==> src/rtl/panel_uart_tx.sv <==
// panel_uart_tx: 4-entry byte FIFO feeding an 8N1 serial transmitter.
// The line is registered and idles high; frames run back-to-back while bytes are queued.
module panel_uart_tx #(
   parameter int CLOCK_RATE = 1000,
   parameter int BAUD_RATE  = 100
) (
   input  logic       clk,
   input  logic       reset,
   input  logic [7:0] data_in,
   input  logic       valid_in,
   output logic       ready_out,
   output logic       uart_data,
   output logic       busy_out
);
   localparam int DIV = CLOCK_RATE / BAUD_RATE;
   localparam int BW = $clog2(DIV);
   localparam logic [BW-1:0] LAST = BW'(DIV - 1);
   typedef enum logic [1:0] {IDLE, START, DATA, STOP} state_t;
   state_t        state_q;
   logic [7:0]    mem_q [4];
   logic [1:0]    wr_q, rd_q;
   logic [2:0]    count_q, count_d;
   logic [BW-1:0] baud_q;
   logic [2:0]    idx_q;
   logic [7:0]    sh_q;
   logic          tick, push, pop;
   assign ready_out = count_q < 3'd4;
   assign tick = baud_q == LAST;
   assign push = valid_in & ready_out;
   // A byte leaves the FIFO either from idle or exactly as a stop bit ends.
   assign pop = (count_q != 3'd0) & ((state_q == IDLE) | ((state_q == STOP) & tick));
   assign count_d = count_q + {2'b00, push} - {2'b00, pop};
   assign busy_out = (state_q != IDLE) | (count_q != 3'd0);
   always_ff @(posedge clk) begin
      if (push) mem_q[wr_q] <= data_in;
   end
   always_ff @(posedge clk) begin
      if (reset) begin
         state_q   <= IDLE;
         uart_data <= 1'b1;
         wr_q      <= 2'd0;
         rd_q      <= 2'd0;
         count_q   <= 3'd0;
         baud_q    <= '0;
         idx_q     <= 3'd0;
         sh_q      <= 8'd0;
      end else begin
         count_q <= count_d;
         if (push) wr_q <= wr_q + 2'd1;
         if (pop) begin
            rd_q <= rd_q + 2'd1;
            sh_q <= mem_q[rd_q];
         end
         baud_q <= (state_q == IDLE || tick) ? '0 : baud_q + BW'(1);
         case (state_q)
            IDLE: if (pop) begin
               state_q   <= START;
               uart_data <= 1'b0;
            end
            START: if (tick) begin
               state_q   <= DATA;
               uart_data <= sh_q[0];
               sh_q      <= sh_q >> 1;
            end
            DATA: if (tick) begin
               idx_q     <= idx_q + 3'd1;
               state_q   <= (idx_q == 3'd7) ? STOP : DATA;
               uart_data <= (idx_q == 3'd7) | sh_q[0];
               sh_q      <= sh_q >> 1;
            end
            STOP: if (tick) begin
               state_q   <= pop ? START : IDLE;
               uart_data <= ~pop;
            end
            default: state_q <= IDLE;
         endcase
      end
   end
endmodule
==> config.mk <==
export PLATFORM = sky130hd
export DESIGN_NAME = panel_uart_tx
export DESIGN_NICKNAME = d
export VERILOG_FILES = /design/src/rtl/panel_uart_tx.sv
export SDC_FILE = /design/constraint.sdc
export NUM_CORES = 1
export LEC_CHECK = 0
export BUFFER_PORTS_ARGS = -buffer_cell sky130_fd_sc_hd__buf_4
export CORE_AREA = 8 8 112 73
export DETAILED_ROUTE_END_ITERATION = 10
export DIE_AREA = 0 0 120 81
export GPL_ROUTABILITY_DRIVEN = 0
export PLACE_DENSITY = 0.66
export SYNTH_ARGS = -nofsm -noshare
export SYNTH_HDL_FRONTEND = slang
export SYNTH_SLANG_ARGS = --single-unit
==> constraint.sdc <==
create_clock -name clk -period 6.2 [get_ports clk]
set_clock_uncertainty 0.2 [all_clocks]
set_input_delay 1.24 -clock clk [delete_from_list [all_inputs] [get_ports clk]]
set_output_delay 1.24 -clock clk [all_outputs]
set_load 0.1 [all_outputs]
==> impl_metrics.ini, run 1 <==
[status]
outcome = finished, final reports clean

[power_and_ir_drop]
p_per_area_nw_per_um2 = 463.3
p_leak_nw = 1.089
switching_power_mw = 0.4703
power_frac_seq_pct = 40.8
p_int_mw = 0.8625
clkPwrFrac_pct = 26.0
combPwrFrac_pct = 33.2
peakVddDrop_mv = 0.1842
switching_share_pct = 35.29

[logic_synthesis]
syn_inst = 184
netlist_area_um2 = 2525
synth-simple-area-share_pct = 8.276
synth_top_family_by_area = multiplexers
synth-xor-area-share_pct = 2.775
synth_warnings = 0
syn-num-nets = 211
avgSynthCellArea_um2 = 13.72
ys_seq_elements = 59
synth_compound_area_share_pct = 6.739
synth.distinct_cells = 34
muxShareOfSynthArea_pct = 10.70
synth_seq_area_share_pct = 59.46
synth_fa_ha_area_share_pct = 8.226

[global_route]
gr-total-overflow = 0
grt_pass1_wl_um = 6982
grt_pass1_vias = 1378
antenna_found_initial = 0
grt_max_degree = 24
grt_use_total_pct = 9.531

[clock_tree]
tritoncts = yes
cts_buffers = 9
cts_buffer_depth = 2
htree_levels = 3
cts_resized = 0
postCtsSetupBuffers = 0
clock_latency_ns = 0.34
ctsHoldBuffers = 0
clk_pin_slew_ns = 0.07
cts.sink_count = 59
cts-root-buf = clkbuf_8

[floorplanning]
start_util_pct = 39.00
ios = 14
num_rows = 23
die_h_um = 81
die_w_um = 120
coreArea_um2 = 6475
die-area_um2 = 9720

[worst_hold_path]
hp-start = idx_q[1]$_SDFFE_PP0P_
hp-class = reg -> reg
hold-path-cell-count = 2
worstHoldEndpoint = idx_q[1]$_SDFFE_PP0P_

[drt]
dr.first_iter.drc_count = 60
drt-total-wl_um = 4024
drc_errors = 0
ant_nets = 0
avgRoutedWirePerCell_um = 13.78
first_pass_iters = 6
via_count = 1338
vias_per_cell = 4.582

[worst_setup_path]
critPathArrivalTime_ns = 1.54
critical_path_class = reg -> out
reg2reg_from = state_q[0]$_SDFFE_PP0P_
rr_endpoint = count_q[2]$_SDFF_PP0_
worstRegToRegCells = 10
r2r_slack_ns = 3.46
startpoint_type = register
critPathCaptureType = output pin
cp_data_required_time_ns = 4.76
worstPathMaxFanout = 7

[timing]
max_slew.worst_pin.slew_ns = 0.5665
hold_viol_final = 0
setup_tns_ns = 0
timing.slew.headroom_pct = 62.18
min_period_ns = 2.978
setup_viol = 0
post-route-period-util_pct = 48.03
slew_violations = 0
max_freq_mhz = 335.8
rsz0062_at_grt = false

[layout]
nFillCells = 585
design_area_um2 = 2877
multiInputGateArea_um2 = 927.1
layout-drive-gt1-share_pct = 20.49
fin_nets = 227
seq_area_um2 = 1501
syn2layout_area_growth_pct = 13.92
antenna_cells = 0

[place]
place.detailed.hpwl_um = 2751
place_area_um2 = 2676
io_buffers = 13

[flow_run]
drv_cap = 0
==> layer usage <==
metal / routed length, um / part of all wire (%) / vias up / track usage, %
li1: - / - / 692 / -
met1: 2076 / 52 / 622 / 11.48
met2: 1733 / 43 / 18 / 14.44
met3: 160 / 4.0 / 6 / 4.844
met4: 53 / 1.3 / 0 / 3.717
met5: 0 / 0 / - / 0
==> layout by cell type, fill, tap and decap left out, types with 2 or more instances in the layout <==
master and n:
clkinvlp_4 2, inv_1 11, a21oi_1 6, nor2_1 22, ha_1 15, nor2b_1 2, mux2i_1 9, edfxtp_1 32
mux4_2 8, o211ai_1 2, nand3_1 3, and2_1 4, clkinv_4 2, xnor2_1 4, clkbuf_8 9, nand2_1 5
a211oi_1 8, xor2_1 4, nor3_1 2, dfxtp_1 27, buf_4 13
==> worst max-delay path, stage by stage, from the launching register on <==
cell     delay [ns]
dfxtp_1        0.38
inv_1          0.11
ha_1           0.33
nand2_1        0.10
buf_4          0.28
==> per-stage QoR <==
stage	utilization [%]	cells	hold WS [ns]	setup slack (ns)	total power [mW]
after global routing	44.43	292	0.3091	3.133	1.420
after detailed placement	41.33	276	0.2552	3.222	1.001
after CTS	44.43	292	0.2641	3.209	1.352
after global placement	41.33	276	0.2505	3.252	0.9947
final	44.43	292	0.2661	3.222	1.333
after floorplan	-	184	0.2334	3.216	0.9358
==> kinds of logic (layout without fill, tap and decap cells) <==
logic type / after synthesis / after routing
DFF: 59 / 59
and+or+nand+nor: 43 / 43
AOI/OAI and AO/OA: 22 / 22
buffers and inverters: 19 / 40
muxes: 17 / 17
adders and majority gates: 16 / 16
xor gates and xnor gates: 8 / 8
==> how the worst max path moves through the flow <==
| stage | startpoint | end | slack, ns |
|---|---|---|---|
| finish | state_q[0]$_SDFFE_PP0P_ | busy_out | 3.22 |
| global route | state_q[0]$_SDFFE_PP0P_ | busy_out | 3.13 |
| CTS | state_q[0]$_SDFFE_PP0P_ | busy_out | 3.21 |
| detailed placement | valid_in | count_q[2]$_SDFF_PP0_ | 3.22 |
| global placement | valid_in | count_q[2]$_SDFF_PP0_ | 3.25 |
| floorplan | valid_in | count_q[2]$_SDFF_PP0_ | 3.22 |
==> cell usage after synthesis <==
library cell / count / share of area (%)
and4b_1: 1 / 0.40
fa_1: 1 / 0.79
clkbuf_2: 1 / 0.20
xor2_1: 4 / 1.4
nor2_1: 22 / 3.3
o211ai_1: 2 / 0.59
o21ai_4: 1 / 0.64
or3_4: 1 / 0.45
a211oi_2: 1 / 0.50
a21oi_1: 6 / 1.2
xnor2_1: 4 / 1.4
and2b_2: 1 / 0.35
a211oi_1: 8 / 2.4
clkbuf_1: 2 / 0.30
nor3_1: 2 / 0.40
nand3_1: 3 / 0.59
nand2_1: 5 / 0.74
o2bb2ai_2: 1 / 0.59
buf_4: 1 / 0.30
dfxtp_1: 27 / 21
edfxtp_1: 32 / 38
mux2i_1: 9 / 3.6
inv_1: 11 / 1.6
o21ai_0: 1 / 0.20
ha_1: 15 / 7.4
a221oi_1: 1 / 0.35
nor2b_1: 2 / 0.50
or3_1: 1 / 0.25
mux4_2: 8 / 7.1
buf_12: 1 / 0.79
buf_2: 3 / 0.59
and3b_1: 1 / 0.35
and2_1: 4 / 0.99
o31ai_1: 1 / 0.30
==> layout make-up <==
class | count | area share [%]
clock buffer | 9 | 4.306
clock inverter | 7 | 2.653
inverter | 11 | 1.435
multi-input combinational | 106 | 32.23
sequential | 59 | 52.20
tap | 87 | 3.784
timing repair buffer | 13 | 3.393
==> power by group through the flow <==
stage,clock network (mW),registers (mW),logic (mW)
detailed placement,0,0.554,0.447
finish,0.346,0.544,0.443
global route,0.371,0.556,0.493
CTS,0.356,0.546,0.450
floorplan,0,0.550,0.386
global placement,0,0.551,0.444
==> state kept, by name (all words and copies together) (netlist names), named ones only <==
signal	count
baud_q	4
count_q	3
idx_q	3
mem_q	32
rd_q	2
sh_q	8
state_q	2
uart_data	1
wr_q	2
Power figures use the tool's default switching activity.
==> run 2: changes to the inputs <==
ABC_AREA = 1   (was default)
CORE_AREA = 8 8 117 76   (was 8 8 112 73)
DIE_AREA = 0 0 125 84   (was 0 0 120 81)
PLACE_DENSITY = 0.68   (was 0.66)
clock period = 2.5 ns   (was 6.2 ns; I/O delays follow)
==> run 2 against run 1 <==
  * Clock power rose to 3.4 times the previous value
  * Combinational power increased to 3.1 times the previous value
  * Sequential power grew 140%
  * Worst setup slack worse by 3.1 ns
  * Synthesized cell count is 70% higher
==> impl_metrics.ini, run 2 <==
[worst_setup_path]
worstPathMaxFanout = 3
startpoint_type = register
startpoint = baud_q[1]$_SDFF_PP0_
rr_endpoint = count_q[2]$_SDFF_PP0_
r2r_slack_ns = 0.12
slowest_stage = fa_2
critPathArrivalTime_ns = 2.44
worstRegToRegCells = 12
crit_path_max_incr_delay_ns = 0.34
cp_data_required_time_ns = 2.56
critPathCaptureType = register
critical_path_class = reg -> reg
path_cells = inv_1 -> ha_1 -> nand4_2 -> nand2_4 -> nand2_4 -> inv_1 -> ha_1 -> inv_1 -> ha_1 -> fa_2 -> or2_2 -> a21oi_2
reg2reg_from = baud_q[1]$_SDFF_PP0_

[clock_tree]
clock_latency_ns = 0.32
postCtsSetupBuffers = 0
cts_buffers = 9
clk_pin_slew_ns = 0.05
cts-root-buf = clkbuf_16
cts.sink_count = 59
cts_buffer_depth = 2
htree_levels = 3
tritoncts = yes

[layout]
largest-register = mem_q
syn2layout_area_growth_pct = 19.27
layout_commonest_cell = nand2_1
final_core_util_pct = 46.77
largestRegisters = mem_q: 32 flops, sh_q: 8 flops, baud_q: 4 flops
nFillCells = 666
mostFrequentLayoutCells = 66 x nand2_1, 57 x inv_1, 33 x nand3_1, 32 x edfxtp_1, 27 x nor2_1
largest_reg_flops = 32
fin_nets = 365
layout-drive-gt1-share_pct = 17.78
antenna_cells = 0

[timing]
setup_viol = 0
max_freq_mhz = 419.9
timing.slew.headroom_pct = 77.28
post-route-period-util_pct = 95.25
rsz0062_at_grt = false
slew_violations = 0
min_period_ns = 2.381
hold_viol_final = 0
setup_tns_ns = 0
max_slew.worst_pin.slew_ns = 0.3403

[worst_hold_path]
worstHoldEndpoint = mem_q[1][1]$_DFFE_PP_
hp-class = in -> reg
hold-path-cell-count = 1
hp-start = data_in[1]

[global_route]
grt_use_total_pct = 10.90
gr-total-overflow = 0
grt_pass1_wl_um = 8866
grt_max_degree = 17
grt_pass1_vias = 1825
antenna_found_initial = 0

[logic_synthesis]
synth_commonest_cells = 67 x nand2_1, 59 x inv_1, 33 x nand3_1
synth_most_common_cell = nand2_1
synth_area_leaders = edfxtp_1 35%, dfxtp_1 19%, nand2_1 9.0%
netlist_area_um2 = 2779
ys_seq_elements = 59
synth_warnings = 0
synth_edf_count = 32
avgSynthCellArea_um2 = 8.907
synth_seq_area_share_pct = 54.03
syn_inst = 312
yosysTopAreaCell = edfxtp_1
ys.flop_type = edfxtp_1
syn-num-nets = 339
yosys.area.top_type_share_pct = 34.58
synth.distinct_cells = 28
synthArstFlopShare_pct = 0

[power_and_ir_drop]
peakVddDrop_mv = 0.4482
p_leak_nw = 1.578
p_per_area_nw_per_um2 = 1167

[drt]
drc_errors = 0
ant_nets = 0
vias_per_cell = 4.562
via_count = 1980
first_pass_iters = 4
drt-total-wl_um = 5385
avgRoutedWirePerCell_um = 12.41
dr.first_iter.drc_count = 95

[place]
place.detailed.hpwl_um = 3719
io_buffers = 13

[floorplanning]
die_h_um = 84
ios = 14
coreArea_um2 = 7087
start_util_pct = 39.21
num_rows = 24
die-area_um2 = 10500
die_w_um = 125

[flow_run]
drv_cap = 0

[status]
outcome = finished, final reports clean
==> run 2: cell count changes in the layout (fill, tap and decap cells not counted), sizes merged, moves of 4 or more <==
cell / before / now
a211oi: 9 / 0
inv: 12 / 63
a21oi: 6 / 13
buf: 13 / 23
nor2: 22 / 27
and2: 4 / 0
mux4: 8 / 0
nand3: 3 / 35
o21ai: 2 / 7
nand2: 5 / 73
mux2i: 9 / 0
==> run 2: area by class of cell <==
| type | instances | area, um2 | share of cell area [%] |
|---|---|---|---|
| multi-input combinational | 182 | 998.5 | 30.12 |
| clock inverter | 6 | 56.30 | 1.699 |
| timing repair buffer | 23 | 172.7 | 5.210 |
| inverter | 63 | 239.0 | 7.210 |
| tap | 91 | 113.9 | 3.435 |
| clock buffer | 10 | 229.0 | 6.908 |
| sequential | 59 | 1505 | 45.41 |
==> run 2: worst max path at each step <==
stage                               to  slack, ns
3_3_place_gp     count_q[2]$_SDFF_PP0_       0.08
6_report         count_q[2]$_SDFF_PP0_       0.12
5_1_grt          count_q[2]$_SDFF_PP0_      0.007
3_5_place_dp     count_q[2]$_SDFF_PP0_      0.001
4_1_cts          count_q[2]$_SDFF_PP0_     0.0009
2_1_floorplan  state_q[0]$_SDFFE_PP0P_       0.03
==> run 2: routing by layer <==
layer	wire length, um	share of wire (%)	vias to the layer above	global-route usage [%]
met3	204	3.8	10	4.401
met2	2367	44	27	15.71
met1	2716	50	911	13.85
met4	96	1.8	0	5.165
li1	-	-	1032	-
met5	0	0	-	0
==> run 2: cell families after synthesis <==
| family | Yosys count | share of synthesized area [%] |
|---|---|---|
| fa+ha+maj | 16 | 7.474 |
| xor+xnor | 3 | 0.9457 |
| buf+inv | 71 | 10.54 |
| flops | 59 | 54.03 |
| compound gates | 23 | 4.323 |
| simple gates | 140 | 22.69 |
==> run 2: per-stage QoR <==
stage / instance area (um2) / std cells / hold slack, ns / setup WS, ns / power, mW
final: 3314 / 434 / 0.1823 / 0.1187 / 3.866
after global routing: 3314 / 434 / 0.1711 / 0.007029 / 4.131
after CTS: 3301 / 434 / 0.1689 / 0.0008664 / 3.879
after detailed placement: 3014 / 418 / 0.2600 / 0.0009930 / 2.683
after global placement: 3014 / 418 / 0.2514 / 0.07927 / 2.637
after floorplan: 2784 / 312 / 0.2334 / 0.02538 / 2.353
==> run 2: repair_timing <==
| item | in CTS | in global routing |
|---|---|---|
| hold buffers | 0 | 0 |
| setup endpoints to repair | 1 | 1 |
| resized for setup | 2 | 7 |
==> run 2: critical path: cells and delay by family, from the launching register on <==
family / cells / cell delay, ns
buffers and inverters: 3 / 0.15
adder cells (fa/ha/maj): 4 / 1.00
AO/OA/AOI/OAI: 1 / 0.11
flip-flops: 1 / 0.33
AND/OR/NAND/NOR: 4 / 0.54
==> run 2: power breakdown <==
group	leakage [nW]	total, mW	switching (mW)	internal (mW)
Clock	0.141	1.17	0.407	0.761
Sequential	0.515	1.33	0.112	1.21
Combinational	0.921	1.37	0.909	0.463
